File: src/rtl/msrv32_ahb_port_arbiter.sv
// Shares one AHB-Lite master port between instruction fetch and data access.
// Data normally wins; a saturating streak counter lets a waiting fetch through.
module msrv32_ahb_port_arbiter #(
    parameter int ADDR_W     = 32,
    parameter int DATA_W     = 32,
    parameter int STARVE_MAX = 4
) (
    input  logic              ms_riscv32_mp_clk_in,
    input  logic              ms_riscv32_mp_rst_in,
    input  logic              i_req_in,
    input  logic [ADDR_W-1:0] i_addr_in,
    output logic              i_ack_out,
    output logic [DATA_W-1:0] i_rdata_out,
    output logic              i_err_out,
    input  logic              d_req_in,
    input  logic              d_wr_in,
    input  logic [ADDR_W-1:0] d_addr_in,
    input  logic [DATA_W-1:0] d_wdata_in,
    input  logic [3:0]        d_mask_in,
    output logic              d_ack_out,
    output logic [DATA_W-1:0] d_rdata_out,
    output logic              d_err_out,
    output logic [ADDR_W-1:0] ahb_haddr_out,
    output logic [1:0]        ahb_htrans_out,
    output logic              ahb_hwrite_out,
    output logic [2:0]        ahb_hsize_out,
    output logic [DATA_W-1:0] ahb_hwdata_out,
    output logic [3:0]        ahb_wmask_out,
    input  logic [DATA_W-1:0] ahb_hrdata_in,
    input  logic              ahb_hready_in,
    input  logic              ahb_hresp_in
);

    localparam int            SW            = $clog2(STARVE_MAX + 1);
    localparam logic [SW-1:0] STREAK_MAX    = SW'(STARVE_MAX);
    localparam logic [1:0]    HTRANS_IDLE   = 2'b00;
    localparam logic [1:0]    HTRANS_NONSEQ = 2'b10;

    typedef enum logic [1:0] {IDLE, ADDR, DATA, RESP} state_t;

    state_t              state_q,   state_d;
    logic [SW-1:0]       streak_q,  streak_d;
    logic                dgrant_q,  dgrant_d;
    logic [DATA_W-1:0]   wdata_q,   wdata_d;
    logic [3:0]          mask_q,    mask_d;
    logic [ADDR_W-1:0]   haddr_q,   haddr_d;
    logic [1:0]          htrans_q,  htrans_d;
    logic                hwrite_q,  hwrite_d;
    logic [DATA_W-1:0]   hwdata_q,  hwdata_d;
    logic [3:0]          wmask_q,   wmask_d;
    logic                i_ack_q,   i_ack_d;
    logic                d_ack_q,   d_ack_d;
    logic [DATA_W-1:0]   i_rdata_q, i_rdata_d;
    logic [DATA_W-1:0]   d_rdata_q, d_rdata_d;
    logic                i_err_q,   i_err_d;
    logic                d_err_q,   d_err_d;

    logic fetch_starved;
    assign fetch_starved = i_req_in && (streak_q == STREAK_MAX);

    always_ff @(posedge ms_riscv32_mp_clk_in or negedge ms_riscv32_mp_rst_in) begin
        if (!ms_riscv32_mp_rst_in) begin
            state_q   <= IDLE;
            streak_q  <= '0;
            dgrant_q  <= 1'b0;
            wdata_q   <= '0;
            mask_q    <= '0;
            haddr_q   <= '0;
            htrans_q  <= HTRANS_IDLE;
            hwrite_q  <= 1'b0;
            hwdata_q  <= '0;
            wmask_q   <= '0;
            i_ack_q   <= 1'b0;
            d_ack_q   <= 1'b0;
            i_rdata_q <= '0;
            d_rdata_q <= '0;
            i_err_q   <= 1'b0;
            d_err_q   <= 1'b0;
        end else begin
            state_q   <= state_d;
            streak_q  <= streak_d;
            dgrant_q  <= dgrant_d;
            wdata_q   <= wdata_d;
            mask_q    <= mask_d;
            haddr_q   <= haddr_d;
            htrans_q  <= htrans_d;
            hwrite_q  <= hwrite_d;
            hwdata_q  <= hwdata_d;
            wmask_q   <= wmask_d;
            i_ack_q   <= i_ack_d;
            d_ack_q   <= d_ack_d;
            i_rdata_q <= i_rdata_d;
            d_rdata_q <= d_rdata_d;
            i_err_q   <= i_err_d;
            d_err_q   <= d_err_d;
        end
    end

    // Response outputs default low so ack/err/rdata only show during RESP.
    always_comb begin
        state_d   = state_q;
        streak_d  = streak_q;
        dgrant_d  = dgrant_q;
        wdata_d   = wdata_q;
        mask_d    = mask_q;
        haddr_d   = haddr_q;
        htrans_d  = htrans_q;
        hwrite_d  = hwrite_q;
        hwdata_d  = hwdata_q;
        wmask_d   = wmask_q;
        i_ack_d   = 1'b0;
        d_ack_d   = 1'b0;
        i_rdata_d = '0;
        d_rdata_d = '0;
        i_err_d   = 1'b0;
        d_err_d   = 1'b0;

        case (state_q)
            IDLE: begin
                if (!i_req_in) begin
                    streak_d = '0;
                end
                if (d_req_in && !fetch_starved) begin
                    dgrant_d = 1'b1;
                    haddr_d  = d_addr_in;
                    hwrite_d = d_wr_in;
                    wdata_d  = d_wr_in ? d_wdata_in : '0;
                    mask_d   = d_wr_in ? d_mask_in : 4'b0000;
                    htrans_d = HTRANS_NONSEQ;
                    state_d  = ADDR;
                    if (i_req_in && (streak_q != STREAK_MAX)) begin
                        streak_d = streak_q + SW'(1);
                    end
                end else if (i_req_in) begin
                    dgrant_d = 1'b0;
                    haddr_d  = i_addr_in;
                    hwrite_d = 1'b0;
                    wdata_d  = '0;
                    mask_d   = 4'b0000;
                    htrans_d = HTRANS_NONSEQ;
                    streak_d = '0;
                    state_d  = ADDR;
                end
            end
            ADDR: begin
                if (ahb_hready_in) begin
                    htrans_d = HTRANS_IDLE;
                    hwdata_d = hwrite_q ? wdata_q : '0;
                    wmask_d  = hwrite_q ? mask_q : 4'b0000;
                    state_d  = DATA;
                end
            end
            DATA: begin
                if (ahb_hready_in) begin
                    if (dgrant_q) begin
                        d_ack_d   = 1'b1;
                        d_rdata_d = ahb_hrdata_in;
                        d_err_d   = ahb_hresp_in;
                    end else begin
                        i_ack_d   = 1'b1;
                        i_rdata_d = ahb_hrdata_in;
                        i_err_d   = ahb_hresp_in;
                    end
                    hwrite_d = 1'b0;
                    hwdata_d = '0;
                    wmask_d  = 4'b0000;
                    state_d  = RESP;
                end
            end
            RESP: begin
                state_d = IDLE;
            end
            default: begin
                state_d = IDLE;
            end
        endcase
    end

    assign i_ack_out      = i_ack_q;
    assign i_rdata_out    = i_rdata_q;
    assign i_err_out      = i_err_q;
    assign d_ack_out      = d_ack_q;
    assign d_rdata_out    = d_rdata_q;
    assign d_err_out      = d_err_q;
    assign ahb_haddr_out  = haddr_q;
    assign ahb_htrans_out = htrans_q;
    assign ahb_hwrite_out = hwrite_q;
    assign ahb_hsize_out  = 3'b010;
    assign ahb_hwdata_out = hwdata_q;
    assign ahb_wmask_out  = wmask_q;

endmodule

File: config.mk
export PLATFORM = sky130hd
export DESIGN_NAME = msrv32_ahb_port_arbiter
export DESIGN_NICKNAME = d
export VERILOG_FILES = /design/src/rtl/msrv32_ahb_port_arbiter.sv
export SDC_FILE = /design/constraint.sdc
export NUM_CORES = 1
export LEC_CHECK = 0
export CAP_MARGIN = 25
export CORE_AREA = 2 2 128 130
export CTS_CLUSTER_DIAMETER = 30
export CTS_CLUSTER_SIZE = 16
export DETAILED_ROUTE_END_ITERATION = 8
export DIE_AREA = 0 0 130 132
export DONT_BUFFER_PORTS = 1
export GPL_TIMING_DRIVEN = 0
export HOLD_SLACK_MARGIN = 0.1
export PLACE_DENSITY_LB_ADDON = 0.08
export SYNTH_ARGS = -nofsm -noshare
export SYNTH_HDL_FRONTEND = slang
export SYNTH_SLANG_ARGS = --single-unit
File: constraint.sdc
create_clock -name ms_riscv32_mp_clk_in -period 2.1 [get_ports ms_riscv32_mp_clk_in]
set_input_delay 0.525 -clock ms_riscv32_mp_clk_in [delete_from_list [all_inputs] [get_ports ms_riscv32_mp_clk_in]]
set_output_delay 0.525 -clock ms_riscv32_mp_clk_in [all_outputs]
set_load 0.02 [all_outputs]
# Word level (Yosys, flattened, before mapping)
# Cells that the tools add are included.
classes:
  n_addsub: 1
  n_mul: 0
  div_mod_pow: 0
  order_cmp: 0
  n_eq_ne: 8
  n_shift: 0
  mux: 52
  bitwise_logic: 0
  reduce_logical: 14
ops:
  columns: ["cell", "count"]
  rows:
  - ["$mux W32", 14]
  - ["$pmux W32 S2", 1]
  - ["$mux W4", 6]
  - ["$mux W1", 16]
  - ["$mux W2", 7]
  - ["$mux W3", 4]
  - ["$reduce_and A3 Y1", 4]
  - ["$pmux W2 S4", 1]
  - ["$pmux W4 S2", 1]
  - ["$reduce_bool A2 Y1", 4]
  - ["$ne A3 B3 Y1 const B", 2]
  - ["$eq A2 B2 Y1 const B", 2]
  - ["$ne A2 B2 Y1 const B", 2]
  - ["$pmux W2 S2", 1]
  - ["$add A3 B1 Y3 const B", 1]
  - ["$eq A3 B3 Y1 const B", 1]
  - ["$logic_and A1 B1 Y1", 3]
  - ["$eq A2 B1 Y1 const B", 1]
  - ["$logic_not A2 Y1", 1]
  - ["$pmux W1 S2", 1]
  - ["$reduce_and A2 Y1", 1]
  - ["$logic_not A1 Y1", 1]
word_totals:
  regBits: 181
  latch_bits: 0
  mem_bits_rw: 0
  mem_bits_ro: 0
  elab_cells: 91
  n_memories: 0

# Logic depth before layout (Yosys ltp)
# Gate-level depths: netlist (run 1).
logic_depth:
  depth_word: 6
  depth_mapped: 7
  ltp_nobuf: 5

# Worst setup path after synthesis (run 1)
# OpenSTA, ideal clock, no wires.
synth_path:
  path_type: "register -> register"
  from: "register state_q[0]"
  to: "register state_q[1]"
  setup_time_ns: 0.128
  arrival_time_ns: 1.574
  required_time_ns: 1.972
  path_slack_ns: 0.398
  stages_incl_launch_ff: 7
  path_buffers: 1
  cell_sequence: "dfrtp_1 -> inv_1 -> ha_1 -> buf_2 -> or3b_1 -> o21ai_1 -> mux2_1"
synth_via:
  elab_chain_cells: 3
  word_cells_on_any_way: 9
synth_lines:
  columns: ["item", "line", "text"]
  rows:
  - ["start: declaration", "41", "state_t state_q, state_d;"]
  - ["start signal: assignment", "80", "state_q <= state_d;"]
  - ["$eq A2 B1 Y1 (tied with other cells)", "118", "case (state_q)"]
  - ["$ne A2 B2 Y1 (no source line) or $ne A3 B3 Y1 (tied branches)", null, null]
  - ["$reduce_and A3 Y1 (no source line)", null, null]
# Parallel ways exist; a longest one is shown, timed or not.
# A chain may end at the register's enable or synchronous reset.

# Worst setup path in the final report (run 1)
layout_path:
  from: "register state_q[0]"
  to: "register haddr_q[25], in the netlist ahb_haddr_out[25]"
layout_via:
  elab_chain_cells: 2
layout_lines:
  columns: ["item", "line", "text"]
  rows:
  - ["$logic_not A2 Y1", "118", null]
  - ["$reduce_and A2 Y1 (no source line)", null, null]
  - ["end signal: assignment", "85", "haddr_q <= haddr_d;"]
  - ["end: declaration", "46", "logic [ADDR_W-1:0] haddr_q, haddr_d;"]
# No other way between the ends.

==> impl_metrics.yaml, run 1 <==
power_and_ir_drop:
  internal-power_mw: 7.10
  p_per_area_mw_per_mm2: 1410
  seqPwrFrac_pct: 51.2
  comb_power_share_pct: 20.8
  total_power_mw: 11.1
  leakagePower_nw: 3.60
  peakVddDrop_mv: 0.602
  switchingPower_mw: 4.03
  swShare_pct: 36.2
  power_frac_clock_pct: 28.0
setup_path:
  cpMostUsedCell: "buf_2"
  critPathArrivalTime_ns: 2.22
  worst_setup_path_start_kind: "flop"
  reg2reg_depth: 7
  path_max_fanout: 10
  crit_slowest_cell: "clkbuf_1"
  cp-end-kind: "flop"
  cp.required_ns: 2.42
  cp_slowest_stage_delay_ns: 0.41
  critPathKind: "flop to flop"
  worstPathCellList: "inv_1, ha_1, buf_2, buf_2, clkbuf_1, nand4_1, o211ai_1"
timing:
  finalCriticalPeriod_ns: 1.89
  tightest_slew_ns: 0.539
  finalHoldViolCount: 180
  hold_slack_ns: -0.189
  worst_slew_margin_rel_pct: 64.0
  max_freq_ghz: 0.528
  rsz0062_at_grt: "no"
  fin_crit_sh_pct: 90.2
  setup_tns_ns: 0
  fin_skew_ns: 0.00696
  maxSlewViolCount: 0
  setup_viol: 0
finish:
  layout-drive-gt1-share_pct: 9.59
  area_growth_syn_to_layout_pct: 12.3
  fill_cells: 1429
  nets: 789
  n_antenna_cell: 0
  final_cell_mix: "180 x dfrtp_1, 141 x nand2_1, 67 x and2_1"
  final_common_cell: "dfrtp_1"
  final_cells: 873
  final_cell_area_mm2: 0.00787
outcome:
  status: "finished with violations"
  violations: "hold timing"
routing:
  ant_nets: 0
  vias: 4661
  drt_pass1_iterations: 4
  drtIter0Drc: 247
  drt_wl_total_mm: 16.6
  wl_per_cell_um: 19.0
  vias_per_cell: 5.34
  drc: 0
synthesis:
  synth.distinct_cells: 37
  async_reset_ff_share_pct: 100
  yosysSeqAreaShare_pct: 64.3
  ys_ff_latch: 180
  synth-main-ff-cell: "dfrtp_1"
  synth-edff-count: 0
  syn_inst: 623
  ys_warn_count: 0
  syn_area_per_cell_um2: 11.2
  netlist_area_mm2: 0.00701
die:
  die_w_um: 130
  placement_rows: 46
  core_area_mm2: 0.0157
  start_util_pct: 44.6
  io_pins: 281
  die_area_mm2: 0.0172
  fp.dieH_um: 132
placed_design:
  dp_hpwl_mm: 12.1
  io_buffers: 0
  placed_area_mm2: 0.00729
  post-place-cells: 841
  place.gp.congestion: 0.786
grt:
  grt_pass1_wl_mm: 26.2
  grt_antenna_before_repair: 0
  overflow: 0
  grt_max_degree: 181
  track_usage_pct: 19.7
  grt_pass1_vias: 4746
run:
  cap_violations: 0
clocking:
  cts_tree: "built"
  clk_latency_ns: 0.41
  clock-sinks: 180
  htreeDepth: 4
  cts_buffers: 17
  postCtsSetupBuffers: 0
  clock_path_buffers: 2
  root_buffer: "clkbuf_16"
  clkTransAtPathRegs_ns: 0.06
worst_hold_path:
  hp-class: "input port to async pin"
[path summary, 6_finish.rpt]
kind	start	endpoint	slack (ns)
min in group ms_riscv32_mp_clk_in	ahb_hrdata_in[8]	d_rdata_out[8]	0.23
hold reg to reg	wdata_q[12]	wdata_q[12]	0.50
setup reg to reg	state_q[0]	ahb_haddr_out[25]	0.21
hold / removal	ms_riscv32_mp_rst_in	i_rdata_out[29]	-0.19
max in group asynchronous	ms_riscv32_mp_rst_in	ahb_haddr_out[1]	2.08
setup / recovery	state_q[0]	ahb_haddr_out[25]	0.21
[per-layer routing]
metal | part of all wire [%] | track usage [%] | wire length (µm) | up-vias
met5 | 0 | 0 | 0 | -
met4 | 1.1 | 5.32 | 189 | 0
met3 | 9.8 | 7.75 | 1620 | 13
met2 | 49 | 31.6 | 8130 | 207
met1 | 40 | 25.0 | 6640 | 2290
li1 | - | - | - | 2151
[cells in the mapped netlist (2+ instances only)]
library cell	n	area, µm²
buf_4	4	30.0
nand2b_1	2	12.5
a21oi_1	2	10.0
buf_6	7	78.8
clkbuf_1	25	93.8
o21ai_0	38	190
conb_1	2	7.51
inv_1	8	30.0
o211ai_1	32	240
ha_1	6	75.1
buf_2	16	80.1
nand4_1	35	219
dfrtp_1	180	4500
o21ai_1	2	10.0
a22o_1	35	307
o22ai_1	2	12.5
nand2_1	141	529
and2_1	67	419
[what timing repair did]
item                       4_1_cts  5_1_grt
hold endpoints to repair       180      180
resized for setup                0        5
setup endpoints to repair        0       48
[power groups by stage]
stage / clock, mW / sequential (mW) / combinational [mW]
floorplan: 0 / 5.53 / 1.82
global placement: 0 / 5.76 / 2.24
detailed placement: 0 / 5.76 / 2.36
CTS: 3.19 / 5.72 / 2.35
global route: 3.37 / 5.81 / 2.67
finish: 3.12 / 5.70 / 2.31
[layout make-up]
class	count	area, µm²	share of cell area [%]
Buffer	53	289	3.67
Clock buffer	22	454	5.77
Clock inverter	10	124	1.57
Inverter	8	30.0	0.382
Multi-Input combinational cell	384	2200	27.9
Sequential cell	180	4500	57.2
Tap cell	216	270	3.43
[critical path, delay by kind of cell, from the launching register on]
| kind | cells | cell delay [ns] |
|---|---|---|
| buffers and inverters | 4 | 0.97 |
| AO/OA/AOI/OAI | 1 | 0.14 |
| flip-flops | 1 | 0.38 |
| AND/OR/NAND/NOR | 1 | 0.16 |
| adder cells (fa/ha/maj) | 1 | 0.16 |
[through the flow]
stage / setup slack, ns / util [%]
after floorplan: 0.398 / -
after global placement: 0.119 / 46.4
after detailed placement: 0.0305 / 46.4
after CTS: 0.0249 / 50.0
after global routing: 0.00219 / 50.1
final: 0.206 / 50.1
[state kept, by name, summed over array words and instances, names as in the netlist, 2 cells and up]
name,cells
mask_q,4
ahb_wmask_out,4
ahb_haddr_out,32
i_rdata_out,32
wdata_q,32
d_rdata_out,32
streak_q,3
ahb_hwdata_out,32
state_q,2
[cell families after synthesis]
family | Yosys count | synth area share, %
other cells | 2 | 0.107
compound gates | 118 | 11.8
mux | 2 | 0.304
buf+inv | 61 | 4.52
simple gates | 254 | 17.9
flops | 180 | 64.3
fa+ha+maj | 6 | 1.07
Power figures use the tool's default switching activity.
==> run 2, diff against run 1 <==
==> constraint.sdc (replaced) <==
create_clock -name ms_riscv32_mp_clk_in -period 2.1 [get_ports ms_riscv32_mp_clk_in]
set_input_delay 0.63 -clock ms_riscv32_mp_clk_in [delete_from_list [all_inputs] [get_ports ms_riscv32_mp_clk_in]]
set_output_delay 0.63 -clock ms_riscv32_mp_clk_in [all_outputs]
set_load 0.02 [all_outputs]
==> results of run 2 <==
Same layout as run 1 (identical final DEF). Status: finished with violations: hold timing.
Main changes from that run: hold slack -0.189 ns -> -0.0840 ns
